### config.mk
export PLATFORM = sky130hd
export DESIGN_NAME = bit_serializer
export DESIGN_NICKNAME = d
export VERILOG_FILES = /design/src/rtl/bit_serializer.sv
export SDC_FILE = /design/constraint.sdc
export NUM_CORES = 1
export LEC_CHECK = 0
export CORE_MARGIN = 2
export CORE_UTILIZATION = 47
export DETAILED_ROUTE_END_ITERATION = 16
export HOLD_SLACK_MARGIN = 0.03
export PLACE_DENSITY = 0.73
export SYNTH_ARGS = -nofsm -noshare
export SYNTH_HDL_FRONTEND = slang
export SYNTH_SLANG_ARGS = --single-unit
### constraint.sdc
create_clock -name clk -period 1.7 [get_ports clk]
set_input_delay 0.255 -clock clk [delete_from_list [all_inputs] [get_ports clk]]
set_output_delay 0.255 -clock clk [all_outputs]
set_load 0.005 [all_outputs]
### src/rtl/bit_serializer.sv
// Byte-to-bit serializer feeding the bit stuffer: prepends SYNC_PATTERN to each
// packet, shifts bits out LSB-first and holds the current bit while pause is high.
module bit_serializer #(
  parameter logic [7:0] SYNC_PATTERN = 8'h80
) (
  input  logic       clk,
  input  logic       rst,
  input  logic [7:0] in_data,
  input  logic       in_valid,
  input  logic       in_last,
  output logic       in_ready,
  input  logic       pause,
  output logic       outb,
  output logic       out_active,
  output logic       eop,
  output logic       underrun
);

  typedef enum logic [1:0] {IDLE, SYNC, DATA} state_t;

  state_t     state;
  logic [7:0] buf_data;
  logic       buf_last;
  logic       buf_full;
  logic [7:0] shifter;
  logic [2:0] count;
  logic       cur_last;

  // Every output is decoded from registers only, so pause/in_valid never reach an output combinationally.
  assign in_ready   = !buf_full;
  assign out_active = (state != IDLE);
  assign outb       = out_active & shifter[0];

  always_ff @(posedge clk or posedge rst) begin
    if (rst) begin
      state    <= IDLE;
      buf_data <= '0;
      buf_last <= 1'b0;
      buf_full <= 1'b0;
      shifter  <= '0;
      count    <= '0;
      cur_last <= 1'b0;
      eop      <= 1'b0;
      underrun <= 1'b0;
    end else begin
      // NOTE: non-blocking assignments throughout; the default-low pulses below are
      // overridden later in the same block, and the last assignment wins.
      eop      <= 1'b0;
      underrun <= 1'b0;

      // Accept and drain are mutually exclusive: accept needs an empty buffer, drain a full one.
      if (in_valid && !buf_full) begin
        buf_data <= in_data;
        buf_last <= in_last;
        buf_full <= 1'b1;
      end

      case (state)
        IDLE: begin
          if (buf_full) begin
            state   <= SYNC;
            shifter <= SYNC_PATTERN;
            count   <= '0;
          end
        end
        default: begin
          if (!pause) begin
            count   <= count + 3'd1;
            shifter <= shifter >> 1;
            if (count == 3'd7) begin
              if (buf_full && (state == SYNC || !cur_last)) begin
                state    <= DATA;
                shifter  <= buf_data;
                cur_last <= buf_last;
                buf_full <= 1'b0;
              end else if (state == DATA && cur_last) begin
                state <= IDLE;
                eop   <= 1'b1;
              end else begin
                state    <= IDLE;
                underrun <= 1'b1;
              end
            end
          end
        end
      endcase
    end
  end

endmodule

==> metrics.txt <==
CTS Root Cell=clkbuf_4; Fmax=between 600 and 700 MHz; Starting Density=50.1%; total grt overflow=0; Setup WS pre-CTS=~0.076 ns; Synth Cell Area=around 1300 um^2; Core Rows=18; Reg-to-Reg Start=count[0]; worst-path cell chain=or2_4 > and2_1 > dlygate4sd2_1; CTS tree=done; Via Count=around 900; share of cells above drive strength 1=23.5%; Total GRT Usage=17.1%; post-synthesis average cell area=11.7 um^2; Chip Width=55.6 um; cell class contributing the biggest share of worst-path delay=simple AND/OR/NAND/NOR gates; Mapped Cells=107; top post-synthesis cells by count=26 x dfrtp_1, 10 x mux2_2, 8 x nand2_1; crit path max-delay cell type=dfrtp_1; Final WS setup=0.0765 ns; Seq/Total Area, Yosys=51.9%; Ports=18; r2r setup slk=0.08 ns; Fin Setup TNS=0 ns; # DRC=0; Critical Path End=outb; Syn Nets=122; H-tree level count=1; antenna-violating nets left=0; worst slew pin tran=approximately 0.33 ns; Synth Warn #=0; Seq. cell area=652 um^2; MaxCap Viol Count=0; GPL Wtd Cong=around 0.84; Static Leak=0.684 nW; worst skew pair latency=between 0.3 and 0.4 ns; final core utilization=62.2%; Crit. End Element=primary output; Critical Path Stages=3; first-pass GRT wire length=4200 um; Primary FF master, synth=dfrtp_1; per-cell routed wire length=14.6 um; R2R cell count=6; clock tree buffer depth=2; Worst slew margin=between 70% and 80%; biggest area consumer among synthesized cells=dfrtp_1; Die Y=55.6 um; total power draw=2.20 mW; #FFs+latches synth=26; Area growth, synth to finish=24.1%; Power per Cell Area=1420 nW/um^2; post-synth cell types=28; multi-input logic area=552 um^2; initial antenna violation count=0; Worst setup SP type=flip-flop; FF-to-FF End=shifter[6]; crit-path max cell delay=about 0.4 ns; Worst-path clk slew=between 0.1 and 0.15 ns; top cell type's share of synthesized area=51.9%; Layout fillers=217; VDD IR-drop max=0.000884 V; EDFF count, synth=0; CP Class=reg -> out; Worst Clk Skew=0.0106 ns; PortBufs=17; RSZ-0062 raised after global routing=yes; nets=148; die area=3090 um^2; DRT Pass-1 Iters=4; synth top area cells=dfrtp_1 52%, mux2_2 9.0%, a221o_1 5.6%; min-delay worst type=in -> async; min Tclk post-route=roughly 1.6 ns; Worst EP required=~1.4 ns; fin. max-slew vios=0; most common cell in the netlist=dfrtp_1; Final period util=95.5%; vias in the first global route=about 930; Setup violations, final=0; final WL=2360 um; Worst Path Max Fanout=3; largest net degree at the start of global routing=27; status=complete, no violations; DRT iter0 DRCs=33; Num CTS Buffers=3; DP HPWL=1730 um; final hold slack=0.262 ns; CP bufs+invs=1; Placeable Area=2500 um^2; Worst Path Arrival=1.37 ns; Crit. Startpoint=state[0]; Sink Count=26; routed vias/inst=about 5.6; FFs w/ async S/R, synth=100%; Final Hold Fails=0; antenna fix cells=0
placed cells by master, fill, tap and decap left out, types with 3 or more instances in the layout:
master and count:
dfrtp_1 25, clkdlybuf4s50_1 15, buf_4 12, mux2_2 10
nand2_1 8, nand3b_1 7, o32ai_1 7, a221o_1 7
nand2b_1 5, inv_1 4, nor2_1 3, clkbuf_4 3
layout make-up:
cell class	instances	share of cell area (%)
clock buffers	4	2.33
well taps	30	2.42
inverters	4	0.966
repair buffers	29	16.8
flip-flops and latches	26	41.9
multi-input cells	69	35.5
through the flow:
stage	instance area [um^2]	cells
finish	1550	162
global route	1550	162
CTS	1550	162
detailed placement	1500	156
global placement	1500	156
floorplan	1250	107
tightest hold or removal path, cell delays in order:
cell             delay, ns
clkdlybuf4s50_1       0.39
inv_1                 0.05
buf_4                 0.30
repair_timing:
item	4_1_cts	5_1_grt
resized for setup	3	2
endpoints found under the hold margin	0	0
hold buffers	0	0
setup buffers	2	0
pin swaps	1	0
endpoints found under the setup margin	3	9
worst min-delay path by stage:
stage                             end  slack [ns]  depth (start not counted)
after floorplan           buf_data[0]        0.30                          1
after global routing      buf_data[5]        0.29                          3
final                     buf_data[5]        0.26                          3
after CTS                    count[0]        0.27                          3
after global placement       count[1]        0.49                          1
after detailed placement     count[2]        0.50                          1
cells by family after synthesis:
kind of cell               share of synthesized area [%]
and+or+nand+nor                                     14.5
DFF                                                 51.9
AOI/OAI and AO/OA                                   17.2
buffers and inverters                               4.20
muxes                                               10.2
adders and majority gates                           2.00
power by group:
part           total [mW]  leakage, nW  switching [mW]  internal [mW]
Sequential           1.05        0.317           0.177          0.877
Combinational       0.843        0.347           0.369          0.474
Clock               0.308       0.0210           0.176          0.131
flip-flops by register name, summed over array words and instances, names as in the netlist:
name and cells:
buf_last 1, cur_last 1, underrun 1, eop 1, state 2, shifter 8
buf_full 1, buf_data 8, count 3
routing by layer:
metal	wire (um)	GRT usage, %
met5	0	0
met4	65	8.01
met3	126	2.33
met2	1080	26.0
met1	1090	24.2
(Power assumes the default switching activity.)
